**config.mk**
```make
export PLATFORM = sky130hd
export DESIGN_NAME = nn_loop_sequencer
export DESIGN_NICKNAME = d
export VERILOG_FILES = /design/src/rtl/nn_seq_pkg.sv /design/src/rtl/nn_wrap_counter.sv /design/src/rtl/nn_loop_sequencer.sv
export SDC_FILE = /design/constraint.sdc
export NUM_CORES = 1
export LEC_CHECK = 0
export ABC_AREA = 1
export CAP_MARGIN = 20
export CORE_UTILIZATION = 35
export CTS_CLUSTER_SIZE = 28
export DETAILED_ROUTE_END_ITERATION = 8
export SYNTH_ARGS = -nofsm -noshare
export SYNTH_HDL_FRONTEND = slang
export SYNTH_SLANG_ARGS = --single-unit
```
**constraint.sdc**
```tcl
create_clock -name clk -period 1.4 [get_ports clk]
set_input_delay 0.28 -clock clk [delete_from_list [all_inputs] [get_ports clk]]
set_output_delay 0.28 -clock clk [all_outputs]
set_load 0.03 [all_outputs]
```
**src/rtl/nn_seq_pkg.sv**
```systemverilog
// Shared types and defaults for the nested-loop index sequencer.
// The state encoding here is the one the sequencer's FSM register uses.
package nn_seq_pkg;

    localparam int NN_IDX_W_DEFAULT = 8;

    typedef enum logic [1:0] {
        ST_IDLE = 2'd0,
        ST_RUN  = 2'd1,
        ST_DONE = 2'd2
    } nn_seq_state_e;

endpackage

```
**src/rtl/nn_wrap_counter.sv**
```systemverilog
// Index counter that returns to zero after reaching a programmable inclusive limit.
// Termination is by comparison with max, so an all-ones limit never relies on overflow.
module nn_wrap_counter #(
    parameter int W = 8
) (
    input  logic         clk,
    input  logic         rst_n,
    input  logic         clr,
    input  logic         en,
    input  logic [W-1:0] max,
    output logic [W-1:0] cnt,
    output logic         at_max
);

    assign at_max = (cnt == max);

    always_ff @(posedge clk or negedge rst_n) begin
        if (!rst_n) begin
            cnt <= '0;
        end else if (clr) begin
            cnt <= '0;
        end else if (en) begin
            cnt <= at_max ? '0 : cnt + W'(1);
        end
    end

endmodule

```
**src/rtl/nn_loop_sequencer.sv**
```systemverilog
// Two-level (outer = neuron, inner = input/weight) index generator for one FC layer.
// Emits one (outer, inner) pair per valid/ready beat, then pulses done for one cycle.
module nn_loop_sequencer
    import nn_seq_pkg::*;
#(
    parameter int INNER_W = NN_IDX_W_DEFAULT,
    parameter int OUTER_W = NN_IDX_W_DEFAULT
) (
    input  logic               clk,
    input  logic               rst_n,
    input  logic               start,
    input  logic               abort,
    input  logic [INNER_W-1:0] inner_max,
    input  logic [OUTER_W-1:0] outer_max,
    output logic               idx_valid,
    input  logic               idx_ready,
    output logic [INNER_W-1:0] inner_idx,
    output logic [OUTER_W-1:0] outer_idx,
    output logic               first_inner,
    output logic               last_inner,
    output logic               busy,
    output logic               done
);

    localparam logic [1:0] S_IDLE = ST_IDLE;
    localparam logic [1:0] S_RUN  = ST_RUN;
    localparam logic [1:0] S_DONE = ST_DONE;

    // Handshake: a beat transfers on a rising edge where idx_valid && idx_ready;
    // while idx_valid is high and idx_ready low, indices and flags hold.
    // state is a plain register so external checkers can observe the FSM directly.
    logic [1:0]         state;
    logic [1:0]         state_nxt;
    logic [INNER_W-1:0] inner_lim;
    logic [OUTER_W-1:0] outer_lim;
    logic               inner_at_max;
    logic               outer_at_max;
    logic               beat;
    logic               start_acc;
    logic               cnt_clr;

    assign beat      = idx_valid & idx_ready;
    assign start_acc = (state == S_IDLE) & start & ~abort;
    assign cnt_clr   = abort | (state != S_RUN);

    always_comb begin
        state_nxt = state;
        case (state)
            S_IDLE:  if (start) state_nxt = S_RUN;
            S_RUN:   if (beat && inner_at_max && outer_at_max) state_nxt = S_DONE;
            S_DONE:  state_nxt = S_IDLE;
            default: state_nxt = S_IDLE;
        endcase
        // abort outranks every transition, including start and the final beat
        if (abort) state_nxt = S_IDLE;
    end

    always_ff @(posedge clk or negedge rst_n) begin
        if (!rst_n) begin
            state <= S_IDLE;
        end else begin
            state <= state_nxt;
        end
    end

    // Limits are frozen for the whole run; later changes on the inputs are ignored.
    always_ff @(posedge clk or negedge rst_n) begin
        if (!rst_n) begin
            inner_lim <= '0;
            outer_lim <= '0;
        end else if (start_acc) begin
            inner_lim <= inner_max;
            outer_lim <= outer_max;
        end
    end

    nn_wrap_counter #(.W(INNER_W)) u_inner (
        .clk    (clk),
        .rst_n  (rst_n),
        .clr    (cnt_clr),
        .en     (beat),
        .max    (inner_lim),
        .cnt    (inner_idx),
        .at_max (inner_at_max)
    );

    nn_wrap_counter #(.W(OUTER_W)) u_outer (
        .clk    (clk),
        .rst_n  (rst_n),
        .clr    (cnt_clr),
        .en     (beat & inner_at_max),
        .max    (outer_lim),
        .cnt    (outer_idx),
        .at_max (outer_at_max)
    );

    // All outputs decode registered state only; no input reaches them combinationally.
    assign idx_valid   = (state == S_RUN);
    assign busy        = (state != S_IDLE);
    assign done        = (state == S_DONE);
    assign first_inner = idx_valid & (inner_idx == '0);
    assign last_inner  = idx_valid & inner_at_max;

endmodule
```
==> flow_metrics.env, run 1 <==
export IMPL_min_period_ns=1.71
export IMPL_stdcell_area_um2=3180
export IMPL_grt_use_met2_pct=28.7
export IMPL_final_cells=438
export IMPL_grt_use_total_pct=18.9
export IMPL_cp_slowest_stage_delay_ns=0.44
export IMPL_synth_top_area_share_pct=41.6
export IMPL_min_path_type="in -> async"
export IMPL_path_max_fanout=4
export IMPL_final_hold_viol_count=0
export IMPL_path_class="reg -> out"
export IMPL_hold_slack_ns=0.358
export IMPL_yosysUniqueCellTypes=26
export IMPL_cp_arrival_ns=1.43
export IMPL_synth_edff_count=0
export IMPL_synthFlopType="dfrtp_1"
export IMPL_synth_async_reset_ratio_pct=100
export IMPL_dieArea_um2=6150
export IMPL_antenna_found_initial=0
export IMPL_vdd_drop_max_uv=638
export IMPL_nFillCells=538
export IMPL_final_layout_size_suffix_gt1_share_pct=36.1
export IMPL_cts_buffers=5
export IMPL_drtAntennaViolNets=0
export IMPL_status="finished, violations left"
export IMPL_dpl_cell_area_um2=2800
export IMPL_synthTopCellsByCount="nand2_1, nor2_1, dfrtp_1"
export IMPL_cap_violations=0
export IMPL_finalWeightedCongestion=0.822
export IMPL_yosysMostFrequentCell="nand2_1"
export IMPL_fin_crit_sh_pct=122
export IMPL_drtIter0Drc=120
export IMPL_p_leak_nw=1.60
export IMPL_skew_ns=0.0113
export IMPL_crit_path_top_delay_cell="dfrtp_2"
export IMPL_area_growth_pct=55.8
export IMPL_grt_overflow_total=0
export IMPL_use_met3_pct=3.84
export IMPL_yosys_warnings=0
export IMPL_yosysTopAreaCell="dfrtp_1"
export IMPL_clock_sinks=34
export IMPL_via_per_inst=4.56
export IMPL_rows=27
export IMPL_synth_top_family_by_area="simple AND/OR/NAND/NOR gates"
export IMPL_timing_slew_headroom_pct=77.6
export IMPL_dp_hpwl_um=3760
export IMPL_cp_required_ns=1.12
export IMPL_synthTopCellsByArea="dfrtp_1, nand2_1, nor2_1"
export IMPL_initial_core_util_pct=36.7
export IMPL_core_um2=5570
export IMPL_synth_compound_area_share_pct=3.67
export IMPL_routed_wl_um=5390
export IMPL_synth_xor_area_share_pct=5.94
export IMPL_violations="setup timing"
export IMPL_power_density_nw_per_um2=973
export IMPL_antenna_cells=0
export IMPL_clk_pin_slew_worst_paths_ns=0.08
export IMPL_grt_pass1_vias=1863
export IMPL_fp_dieW_um=78.4
export IMPL_root_buffer="clkbuf_8"
export IMPL_avgSynthCellArea_um2=7.38
export IMPL_swShare_pct=31.3
export IMPL_grt_max_degree=35
export IMPL_grt_pass1_wl_um=8860
export IMPL_top_usage_layer="met2"
export IMPL_route_detailed_drc=0
export IMPL_synthAdderAreaFrac_pct=1.84
export IMPL_crit_chain="xnor2_1, nand2_1, nor2_2, nand2_2, nor2_4, buf_6"
export IMPL_insertion_delay_ns=0.29
export IMPL_port_buffers=41
export IMPL_power_mw=3.10
export IMPL_cts_tree="built"
export IMPL_p_comb_share_pct=31.6
export IMPL_clock_fmax_ghz=0.586
export IMPL_seq_power_share_pct=40.3
export IMPL_ios=42
export IMPL_clockBufferDepth=2
export IMPL_synth_net_count=301
export IMPL_firstDrtPassIters=4
export IMPL_vias=1997
export IMPL_tightest_slew_ns=0.335
export IMPL_setup_ws_ns=-0.308
export IMPL_htreeDepth=2
export IMPL_synth_mux_area_share_pct=2.76
export IMPL_internal_power_mw=2.13
export IMPL_synthCells=277
export IMPL_final_nets=389
export IMPL_drv_slew=0
export IMPL_critPathLaunchType="flop"
export IMPL_met1_usage_pct=26.0
export IMPL_switchingPower_uw=970
export IMPL_synth_area_um2=2040
export IMPL_die_height_um=78.4
export IMPL_placed_cells=419
export IMPL_yosysSeqAreaShare_pct=41.6
export IMPL_synth_seq_cells=34
export IMPL_place_ws_ns=-0.319
export IMPL_finalSetupViolCount=35
export IMPL_yosys_area_share_simple_pct=34.7
export IMPL_wl_per_cell_um=12.3
export IMPL_fin_util_pct=57.1
export IMPL_cp_end_kind="primary output"
export IMPL_clockPowerShare_pct=28.1
export IMPL_setup_tns_ns=-3.23
export IMPL_rsz0062_at_grt="yes"
## routing by layer
metal / up-vias / routed length (µm)
met5: - / 0
met4: 0 / 111
met3: 9 / 211
met2: 50 / 2470
met1: 907 / 2600
li1: 1031 / -
## cell families after synthesis
| group | after synthesis |
|---|---|
| muxes | 5 |
| adders and majority gates | 3 |
| xor gates and xnor gates | 13 |
| buffers and inverters | 45 |
| DFF | 34 |
| AOI/OAI and AO/OA | 15 |
| and+or+nand+nor | 162 |
## flip-flops by register name, indices dropped and copies added, names as in the netlist
name         cells
u_outer.cnt      8
u_inner.cnt      8
state            2
inner_lim        8
outer_lim        8
## repair_timing
action                                  in CTS  in global routing
buffers inserted                             6                  5
pin swaps                                   13                 13
gates resized for setup                     22                 32
cloned                                       1                  0
endpoints found under the setup margin      29                 40
hold buffers                                 0                  0
## cells in the final DEF, fill, tap and decap left out, drive strengths merged
cell type and count:
a21oi 12, buf 67, bufbuf 1, clkbuf 8
clkdlybuf4s15 1, clkdlybuf4s50 20, dfrtp 34, ha 3
inv 37, mux2 5, nand2 78, nand3 26
nand4 4, nor2 50, nor3 3, nor4 1
o21ai 3, xnor2 7, xor2 6
## worst paths after layout
path / startpoint / to / slack, ns / cells after the start
hold reg to reg: inner_lim[2] / inner_lim[2] / 0.53 / 1
hold / removal: rst_n / u_outer.cnt[0] / 0.36 / 2
min in group clk: inner_lim[2] / inner_lim[2] / 0.53 / 1
setup / recovery: u_inner.cnt[2] / last_inner / -0.31 / 6
max in group asynchronous: rst_n / u_inner.cnt[1] / 0.85 / 2
setup reg to reg: state[1] / u_inner.cnt[3] / -0.14 / 9
## critical path, delay by kind of cell (launching register included)
kind                      cells  cell delay [ns]
xor gates and xnor gates      1             0.14
buffers and inverters         1             0.13
DFF                           1             0.44
and+or+nand+nor               4             0.42
## layout make-up
| cell class | count | area, µm² | area share, % |
|---|---|---|---|
| timing repair buffer | 89 | 857 | 26.9 |
| multi-input combinational | 198 | 1130 | 35.4 |
| inverter | 37 | 141 | 4.44 |
| clock buffer | 8 | 110 | 3.46 |
| tap | 72 | 90.1 | 2.83 |
| sequential | 34 | 860 | 27.0 |
## power groups by stage
stage | Sequential [mW] | Clock, mW | Combinational [mW]
final | 1.25 | 0.869 | 0.980
after global routing | 1.27 | 0.935 | 1.09
after CTS | 1.25 | 0.894 | 0.925
after detailed placement | 1.26 | 0 | 0.834
after global placement | 1.26 | 0 | 0.818
after floorplan | 1.25 | 0 | 0.530
Power figures use the tool's default switching activity.
==> inputs of run 2 (changes only) <==
==> constraint.sdc (replaced) <==
create_clock -name clk -period 1.7 [get_ports clk]
set_input_delay 0.34 -clock clk [delete_from_list [all_inputs] [get_ports clk]]
set_output_delay 0.34 -clock clk [all_outputs]
set_load 0.03 [all_outputs]
==> run 2 against run 1 <==
Against the previous run: the run still ends with setup timing left; worst hold slack better by 0.068 ns; die area unchanged; worst setup slack better by 0.24 ns; via count down 6.9%; first-iteration DRC count down 32%; sequential power down 18%; final area down 12%; power down 28%.
==> flow_metrics.env, run 2 (synthesis results as in run 1) <==
export IMPL_status="finished, violations left"
export IMPL_violations="setup timing"
export IMPL_area_growth_pct=37.7
export IMPL_wl_per_cell_um=11.1
export IMPL_fin_crit_sh_pct=104
export IMPL_final_common_cell="nand2_1"
export IMPL_cap_violations=0
export IMPL_power_mw=2.25
export IMPL_drtAntennaViolNets=0
export IMPL_path_max_fanout=5
export IMPL_final_cells=414
export IMPL_routed_wl_um=4610
export IMPL_clock_fmax_ghz=0.564
export IMPL_finalWeightedCongestion=0.820
export IMPL_power_density_nw_per_um2=798
export IMPL_route_detailed_drc=0
export IMPL_antenna_cells=0
export IMPL_cts_tree="built"
export IMPL_rsz0062_at_grt="yes"
export IMPL_ios=42
export IMPL_seq_power_share_pct=45.8
export IMPL_critPathLaunchType="flop"
export IMPL_grt_pass1_wl_um=7900
export IMPL_timing_slew_headroom_pct=78.0
export IMPL_cts_buffers=5
export IMPL_dieArea_um2=6150
export IMPL_p_leak_nw=1.47
export IMPL_final_hold_viol_count=0
export IMPL_htreeDepth=2
export IMPL_insertion_delay_ns=0.29
export IMPL_setup_ws_ns=-0.0725
export IMPL_firstDrtPassIters=5
export IMPL_tightest_slew_ns=0.328
export IMPL_drtIter0Drc=82
export IMPL_rows=27
export IMPL_final_nets=366
export IMPL_switchingPower_uw=732
export IMPL_core_um2=5570
export IMPL_clk_pin_slew_worst_paths_ns=0.08
export IMPL_skew_ns=0.00924
export IMPL_reg2reg_from="u_inner.cnt[3]"
export IMPL_finalSetupViolCount=2
export IMPL_reg2reg_setup_slack_ns=0.15
export IMPL_grt_pass1_vias=1696
export IMPL_p_comb_share_pct=28.9
export IMPL_fp_dieW_um=78.4
export IMPL_initial_core_util_pct=36.7
export IMPL_die_height_um=78.4
export IMPL_grt_overflow_total=0
export IMPL_cp_arrival_ns=1.43
export IMPL_clockBufferDepth=2
export IMPL_min_path_type="in -> async"
export IMPL_clock_sinks=34
export IMPL_swShare_pct=32.6
export IMPL_min_period_ns=1.77
export IMPL_cp_end_kind="primary output"
export IMPL_fin_util_pct=50.5
export IMPL_internal_power_mw=1.51
export IMPL_grt_use_total_pct=16.7
export IMPL_nFillCells=575
export IMPL_vias=1859
export IMPL_dp_hpwl_um=3470
export IMPL_cp_required_ns=1.36
export IMPL_vdd_drop_max_uv=576
export IMPL_reg2reg_depth=9
export IMPL_via_per_inst=4.49
export IMPL_placed_cells=398
export IMPL_reg2reg_to="u_outer.cnt[0]"
export IMPL_port_buffers=41
export IMPL_final_layout_size_suffix_gt1_share_pct=20.5
export IMPL_final_cell_mix="nand2_1, nor2_1, inv_1"
export IMPL_path_class="reg -> out"
export IMPL_drv_slew=0
export IMPL_clockPowerShare_pct=25.3
export IMPL_grt_max_degree=35
export IMPL_antenna_found_initial=0
export IMPL_root_buffer="clkbuf_8"
[run 2: changes by cell type in the layout (fill, tap and decap cells not counted), sizes merged]
cell,delta
dlymetal6s2s,+1
buf,-39
clkdlybuf4s15,-1
bufbuf,-1
clkinv,+2
dlygate4sd2,+14
clkdlybuf4s50,+3
clkbuf,-3
[run 2: worst max-delay path, cell delays in order, from the launching register on]
cell and delay (ns):
dfrtp_2 0.46, xnor2_2 0.15, nand2_1 0.10, nor2_1 0.12
nand2_2 0.09, nor2_4 0.10, buf_6 0.13
[run 2: worst max-delay path by stage]
stage                        start             end  slack [ns]  cells past startpoint
floorplan                 state[1]     first_inner      -0.007                      5
global placement             abort  u_inner.cnt[3]       -0.07                      6
detailed placement           abort  u_inner.cnt[3]       -0.09                      6
CTS                 u_inner.cnt[2]      last_inner       -0.12                      6
global route        u_inner.cnt[2]      last_inner       -0.16                      6
finish              u_inner.cnt[3]      last_inner       -0.07                      6
[run 2: layer usage]
metal	part of all wire (%)	GRT usage, %	vias to the layer above	routed length (µm)
met4	2.1	6.30	0	97
met1	50	23.6	827	2310
met3	3.3	3.72	9	153
met5	0	0	-	0
li1	-	-	985	-
met2	44	24.8	38	2040
[run 2: metrics by stage]
stage	TNS [ns]	instance area, µm²	setup slack [ns]	hold WS, ns
detailed placement	-0.208	2650	-0.0917	0.517
global placement	-0.136	2650	-0.0700	0.515
CTS	-0.226	2750	-0.115	0.426
finish	-0.137	2810	-0.0725	0.426
global route	-0.318	2810	-0.160	0.435
floorplan	-0.00681	2070	-0.00681	0.0444
[run 2: timing repair]
action / 4_1_cts / 5_1_grt
buffers inserted: 4 / 5
setup endpoints to repair: 16 / 7
hold buffers: 0 / 0
pin swaps: 4 / 4
gates resized for setup: 22 / 9
[run 2: power by group through the flow]
stage / Combinational, mW / Clock [mW] / Sequential (mW)
floorplan: 0.425 / 0 / 1.03
global placement: 0.624 / 0 / 1.04
detailed placement: 0.633 / 0 / 1.04
CTS: 0.635 / 0.599 / 1.03
global route: 0.734 / 0.634 / 1.05
finish: 0.649 / 0.569 / 1.03
[run 2: cell type report]
cell class              instances  area (µm²)  share of cell area (%)
inverters                      37         139                    4.94
clock buffers                   5        68.8                    2.45
well taps                      72        90.1                    3.20
repair buffers                 66         604                    21.5
clock inverters                 2        10.0                   0.356
flip-flops and latches         34         858                    30.5
multi-input cells             198        1040                    37.1
